**config.mk**
```make
export PLATFORM = sky130hd
export DESIGN_NAME = dmem_arbiter
export DESIGN_NICKNAME = d
export VERILOG_FILES = /design/src/rtl/dmem_arbiter.sv
export SDC_FILE = /design/constraint.sdc
export NUM_CORES = 1
export LEC_CHECK = 0
export CAP_MARGIN = 20
export CORE_AREA = 2 2 119 121
export CTS_CLUSTER_SIZE = 40
export DETAILED_ROUTE_END_ITERATION = 10
export DIE_AREA = 0 0 121 123
export PLACE_DENSITY_LB_ADDON = 0.3
export SETUP_SLACK_MARGIN = 0.15
export SLEW_MARGIN = 20
export SYNTH_ARGS = -nofsm -noshare
export SYNTH_HDL_FRONTEND = slang
export SYNTH_SLANG_ARGS = --single-unit
export TNS_END_PERCENT = 30
```
**constraint.sdc**
```tcl
create_clock -name clk -period 1.9 [get_ports clk]
set_input_delay 0.19 -clock clk [delete_from_list [all_inputs] [get_ports clk]]
set_output_delay 0.19 -clock clk [all_outputs]
set_load 0.01 [all_outputs]
```
**src/rtl/dmem_arbiter.sv**
```systemverilog
// Two-port arbiter/sequencer for DataMem: latches one request, drives the memory, sequences sub-word stores.
// Optional: define DMEM_ARB_RR_EN for round-robin arbitration (default: fixed priority to port 0).
module dmem_arbiter #(
    parameter int addrWidth = 32,
    parameter int dataWidth = 32
) (
    input  logic                 clk,
    input  logic                 rst,
    input  logic                 req_0,
    input  logic                 we_0,
    input  logic [addrWidth-1:0] addr_0,
    input  logic [dataWidth-1:0] wdata_0,
    input  logic [2:0]           memOp_0,
    output logic                 gnt_0,
    output logic                 rvalid_0,
    output logic [dataWidth-1:0] rdata_0,
    input  logic                 req_1,
    input  logic                 we_1,
    input  logic [addrWidth-1:0] addr_1,
    input  logic [dataWidth-1:0] wdata_1,
    input  logic [2:0]           memOp_1,
    output logic                 gnt_1,
    output logic                 rvalid_1,
    output logic [dataWidth-1:0] rdata_1,
    output logic [addrWidth-1:0] mem_addr,
    output logic [dataWidth-1:0] mem_din,
    output logic [2:0]           mem_memOp,
    output logic                 mem_we,
    input  logic [dataWidth-1:0] mem_dout,
    output logic                 busy
);
    typedef enum logic [2:0] {IDLE, ISSUE, PRIME, WRITE, RESP} state_t;

    localparam logic [2:0] OP_B  = 3'b000;
    localparam logic [2:0] OP_H  = 3'b001;
    localparam logic [2:0] OP_W  = 3'b010;
    localparam logic [2:0] OP_BU = 3'b100;
    localparam logic [2:0] OP_HU = 3'b101;

    state_t               state_q, state_d;
    logic                 we_q, we_d;
    logic                 port_q, port_d;
    logic [2:0]           op_q, op_d;
    logic [addrWidth-1:0] addr_q, addr_d;
    logic [dataWidth-1:0] din_q, din_d;

    logic                 accept, pick_1;
    logic                 sel_we, sel_sub;
    logic [addrWidth-1:0] sel_addr;
    logic [dataWidth-1:0] sel_wdata;
    logic [2:0]           sel_op;
    logic                 op_legal;

`ifdef DMEM_ARB_RR_EN
    // rr_q names the port that wins when both request
    logic rr_q, rr_d;

    always_comb begin
        pick_1 = req_1 && (!req_0 || rr_q);
        rr_d   = rr_q;
        if (accept) rr_d = !pick_1;
    end

    always_ff @(posedge clk) begin
        if (rst) rr_q <= 1'b0;
        else     rr_q <= rr_d;
    end
`else
    always_comb pick_1 = req_1 && !req_0;
`endif

    // Request selection and acceptance window
    always_comb begin
        accept    = !rst && (state_q == IDLE || state_q == RESP) && (req_0 || req_1);
        sel_we    = pick_1 ? we_1    : we_0;
        sel_addr  = pick_1 ? addr_1  : addr_0;
        sel_wdata = pick_1 ? wdata_1 : wdata_0;
        sel_op    = pick_1 ? memOp_1 : memOp_0;
        sel_sub   = sel_we && (sel_op == OP_B || sel_op == OP_H);
    end

    always_ff @(posedge clk) begin
        if (rst) begin
            state_q <= IDLE;
            we_q    <= 1'b0;
            port_q  <= 1'b0;
            op_q    <= OP_W;
            addr_q  <= '0;
            din_q   <= '0;
        end else begin
            state_q <= state_d;
            we_q    <= we_d;
            port_q  <= port_d;
            op_q    <= op_d;
            addr_q  <= addr_d;
            din_q   <= din_d;
        end
    end

    always_comb begin
        state_d = state_q;
        we_d    = we_q;
        port_d  = port_q;
        op_d    = op_q;
        addr_d  = addr_q;
        din_d   = din_q;
        unique case (state_q)
            IDLE, RESP: state_d = accept ? (sel_sub ? PRIME : ISSUE) : IDLE;
            ISSUE:      state_d = we_q ? IDLE : RESP;
            PRIME:      state_d = WRITE;
            WRITE:      state_d = IDLE;
            default:    state_d = IDLE;
        endcase
        if (accept) begin
            we_d   = sel_we;
            port_d = pick_1;
            op_d   = sel_op;
            addr_d = sel_addr;
            din_d  = sel_wdata;
        end
    end

    always_comb begin
        unique case (op_q)
            OP_B, OP_H, OP_W, OP_BU, OP_HU: op_legal = 1'b1;
            default:                        op_legal = 1'b0;
        endcase
    end

    // Illegal-op stores pass through ISSUE without a write strobe
    always_comb begin
        gnt_0     = accept && !pick_1;
        gnt_1     = accept && pick_1;
        busy      = (state_q != IDLE);
        mem_we    = (state_q == ISSUE && we_q && op_q == OP_W) || (state_q == WRITE);
        mem_addr  = addr_q;
        mem_din   = din_q;
        mem_memOp = op_q;
        rvalid_0  = (state_q == RESP) && !port_q;
        rvalid_1  = (state_q == RESP) && port_q;
        rdata_0   = (rvalid_0 && op_legal) ? mem_dout : '0;
        rdata_1   = (rvalid_1 && op_legal) ? mem_dout : '0;
    end

endmodule

```
# == Yosys cells after proc, flatten, opt, wreduce, memory -nomap -nowiden ==
# Cells that the tools add are included.
# word_totals
register_bits,72
inputBits,172
output_inout_bits,137
word_cells,52
# op_classes
n_eq_ne,9
muxes,11
n_reduce_logical,26
# op_table
operator,n
$mux W32,4
$logic_and A1 B1 Y1,12
$eq A3 B1 Y1 const B,3
$eq A3 B2 Y1 const B,3
$eq A3 B3 Y1 const B,3
$logic_not A3 Y1,3
$pmux W3 S3,1
$mux W3,2
$reduce_or A5 Y1,1
$logic_not A1 Y1,4
$logic_or A1 B1 Y1,4
$mux W2,2
$reduce_bool A3 Y1,1
$mux W1,2
$reduce_or A2 Y1,1

# == Depth between registers and ports, before layout ==
# logic_depth
ltp_word,9
ltp_mapped,6

# == Worst setup path after synthesis ==
# Ideal clock, no wire load.
# synth_timing
path_kind,reg-to-output
from,reg state_q[0]
to,out gnt_0
t_arrival_ns,1.215
required_ns,1.710
path_slack_ns,0.495
path_stages_with_launch,5
cell_sequence,dfxtp_1 nor3_2 nand2b_1 buf_1 nor2_1
# synth_via
elab_chain_len,5
# synth_rtl
element,line,text
start: declaration,40,"state_t state_q, state_d;"
start signal: assignment,91,state_q <= state_d;
$eq A3 B3 Y1 / $logic_not A3 Y1 (equally long branches),74,accept = !rst && (state_q == IDLE || state_q == RESP) && (req_0 || req_1);
$logic_or A1 B1 Y1 *,74,
$logic_and A1 B1 Y1 * (2 in a row),74,
$logic_and A1 B1 Y1 *,132,gnt_0 = accept && !pick_1;
end: declaration,14,"output logic gnt_0,"
# Every way passes the cells marked *; elsewhere a longest branch is shown, timed or not.

# == Final worst setup path ==
# layout_timing
from,reg state_q[0]
to,out rdata_0[29]
# layout_via
elab_chain_len,4
# layout_rtl
element,line,text
$eq A3 B3 Y1,139,rvalid_0 = (state_q == RESP) && !port_q;
$logic_and A1 B1 Y1,139,
$logic_and A1 B1 Y1,141,rdata_0 = (rvalid_0 && op_legal) ? mem_dout : '0;
$mux W32,141,
end: declaration,16,"output logic [dataWidth-1:0] rdata_0,"
# Every way passes these cells.

==> impl_metrics.env <==
export IMPL_final_layout_size_suffix_gt1_share_pct=23.8
export IMPL_crit_path_start_kind="flip-flop"
export IMPL_clockBufferDepth=2
export IMPL_syn_avg_cell_area_um2=7.78
export IMPL_comb_power_share_pct=28.5
export IMPL_clkPwrFrac_pct=38.1
export IMPL_clkLatencyLatePin_ps=330
export IMPL_regArea_um2=1450
export IMPL_gp_congestion=0.817
export IMPL_core_area_um2=13600
export IMPL_placed_cells=939
export IMPL_drt_iter0_markers=229
export IMPL_die_area_um2=14900
export IMPL_slew_limit_headroom_pct=56.9
export IMPL_status="finished clean"
export IMPL_switching_share_pct=25.5
export IMPL_routed_wl_um=15800
export IMPL_rr_worst_depth=6
export IMPL_postRouteAntennaNets=0
export IMPL_timing_fmax_ghz=0.535
export IMPL_r2r_start="state_q[0]"
export IMPL_die_w_um=121
export IMPL_worst_ep_arrival_time_ps=1680
export IMPL_hold_path_depth=2
export IMPL_place_hpwl_um=11500
export IMPL_seqPwrFrac_pct=33.4
export IMPL_drc=0
export IMPL_worst_pin_slew_ps=644
export IMPL_first_pass_iters=4
export IMPL_cpPeakStageDelay_ps=320
export IMPL_cts_tree="done"
export IMPL_place_area_um2=7010
export IMPL_area_growth_pct=115
export IMPL_internal_power_mw=3.91
export IMPL_cpMostUsedCell="buf_6"
export IMPL_drv_slew=0
export IMPL_p_total_mw=5.26
export IMPL_cts_clk_slew_worst_paths_ps=60
export IMPL_fill_cells=1203
export IMPL_postLayoutCoreUtil_pct=56.7
export IMPL_drt_wirelength_per_cell_um=16.3
export IMPL_instances_no_fill=972
export IMPL_synth_cells=461
export IMPL_rsz0062_at_grt="yes"
export IMPL_cts_root_buffer="clkbuf_16"
export IMPL_p_sw_mw=1.34
export IMPL_cts_buffers=9
export IMPL_grt_overflow=0
export IMPL_period_share_pct=98.4
export IMPL_rows=43
export IMPL_cts_htree_levels=3
export IMPL_min_from="rst"
export IMPL_ys_ff_latch=72
export IMPL_timing_critical_path_slowest_stage_cell="dfxtp_1"
export IMPL_yosys_warnings=0
export IMPL_setup_tns_ps=0
export IMPL_crit_fanout=7
export IMPL_start_util_pct=26.4
export IMPL_grt_pass1_wl_um=22800
export IMPL_final_nets=958
export IMPL_holdWs_ps=160
export IMPL_post_route_cell_area_um2=7710
export IMPL_via_per_inst=4.67
export IMPL_timing_final_ws_setup_ps=30.3
export IMPL_multi_input_area_um2=2110
export IMPL_clock_sinks=72
export IMPL_grt_max_degree=42
export IMPL_finalHoldViolCount=0
export IMPL_synth_cell_types=29
export IMPL_fin_skew_ps=4.56
export IMPL_hold_end="port_q"
export IMPL_min_path_type="input port to flip-flop"
export IMPL_met1_length_um=6530
export IMPL_leakagePower_nw=3.23
export IMPL_antenna_found_initial=1
export IMPL_power_density_nw_per_um2=682
export IMPL_syn_cell_area_um2=3590
export IMPL_r2r_end="mem_addr[24]"
export IMPL_cts_hold_buffers_added=0
export IMPL_rrSetupSlack_ps=270
export IMPL_max_cap_viol_count=0
export IMPL_vias=4541
export IMPL_ir_worst_vdd_uv=393
export IMPL_crit_chain="nor2_2, nand3_2, nor2_4, buf_6, buf_12, buf_6, and2_4, buf_6"
export IMPL_first_global_vias=4374
export IMPL_ios=309
export IMPL_maxUsedRoutingLayer="met4"
export IMPL_setup_violations=0
export IMPL_yosysSeqAreaShare_pct=40.2
export IMPL_numPortBuffers=308
export IMPL_wl_met3_um=1380
export IMPL_track_usage_pct=19.5
export IMPL_dpl_worst_slack_ps=-159
export IMPL_crit_path_end_kind="primary output"
export IMPL_syn_nets=633
export IMPL_cp_required_ps=1710
export IMPL_post_route_min_period_ps=1870
export IMPL_worstSetupPathType="flip-flop to primary output"
export IMPL_chipHeight_um=123
export IMPL_wl_met2_um=7600
-- cell usage after synthesis, drive strengths merged --
cell | instances | area share (%)
o21ai | 2 | 0.28
a211oi | 1 | 0.21
nand3 | 1 | 0.14
a311oi | 56 | 14
and2 | 64 | 11
and3 | 2 | 0.35
inv | 1 | 0.10
or3 | 3 | 0.52
dfxtp | 72 | 40
nand2b | 3 | 0.52
nor4 | 2 | 0.52
a211o | 1 | 0.24
nor2 | 66 | 6.9
nor4b | 1 | 0.24
nor3 | 1 | 0.28
a21o | 1 | 0.21
o21bai | 1 | 0.21
nand2 | 116 | 12
clkbuf | 19 | 2.0
mux2i | 11 | 3.1
buf | 22 | 3.8
a31oi | 1 | 0.17
o2bb2ai | 10 | 2.4
nor2b | 1 | 0.17
a21oi | 3 | 0.42
-- worst max-delay path: cells and delay by family (launching register included) --
family                 cells  cell delay [ps]
buffers and inverters      4              440
DFF                        1              320
and+or+nand+nor            4              590
-- power by group through the flow --
stage,Sequential (mW),Combinational (mW),Clock [mW]
global route,1.77,1.61,2.13
finish,1.76,1.50,2.00
CTS,1.75,1.48,2.06
detailed placement,1.78,1.43,0
global placement,1.78,1.41,0
floorplan,1.85,0.452,0
-- flip-flops by register name (all words and copies together), names as in the netlist --
| register | count |
|---|---|
| mem_din | 32 |
| port_q | 1 |
| mem_memOp | 3 |
| we_q | 1 |
| mem_addr | 32 |
| state_q | 3 |
-- final cells by class --
class,instances,area share (%)
diodes,1,0.0325
clock buffers,11,3.28
clock inverters,5,1.33
inverters,1,0.0487
multi-input cells,347,27.4
flip-flops and latches,72,18.7
well taps,180,2.92
repair buffers,355,46.3
-- how the worst max path moves through the flow --
stage | startpoint | to | slack, ps | cells after the start
after floorplan | state_q[0] | gnt_0 | 490 | 4
after global placement | req_0 | gnt_0 | -110 | 6
after detailed placement | req_0 | gnt_1 | -160 | 6
after CTS | mem_memOp[0] | rdata_1[22] | -60 | 7
after global routing | state_q[0] | rdata_0[29] | -50 | 8
final | state_q[0] | rdata_0[29] | 30 | 8
-- cell usage in the layout (no fill, tap or decap), types with 2 or more instances in the layout --
cell type	count
clkdlybuf4s50_1	236
mux2i_1	11
and3_1	2
buf_4	24
buf_12	7
or3_1	3
and2_4	44
clkbuf_8	2
buf_16	3
clkbuf_16	9
dlygate4sd2_1	5
buf_2	22
dfxtp_2	3
buf_6	56
bufinv_16	3
nor2_1	62
a311oi_1	56
o2bb2ai_1	10
a21oi_1	3
dfxtp_1	69
and2_1	20
nand2_1	116
nor2_4	3
-- routing by layer --
layer | global-route usage (%) | vias up
li1 | - | 2233
met1 | 24.6 | 2098
met2 | 31.9 | 187
met3 | 5.77 | 23
met4 | 6.54 | 0
met5 | 0 | -
-- cell families (layout without fill, tap and decap cells) --
| kind of cell | count (synthesis) | in the layout | share of synthesized area (%) |
|---|---|---|---|
| other | 0 | 1 | 0 |
| flip-flops | 72 | 72 | 40.2 |
| AND/OR/NAND/NOR | 260 | 260 | 33.0 |
| multiplexers | 11 | 11 | 3.07 |
| buffers and inverters | 42 | 372 | 5.93 |
| AO/OA/AOI/OAI | 76 | 76 | 17.9 |
-- timing repair --
action / 4_1_cts / 5_1_grt
gates resized for setup: 289 / 107
gates cloned: 6 / 0
setup buffers: 9 / 1
pin swaps: 15 / 19
endpoints found under the hold margin: 0 / 0
endpoints found under the setup margin: 70 / 66
(Power assumes the default switching activity.)
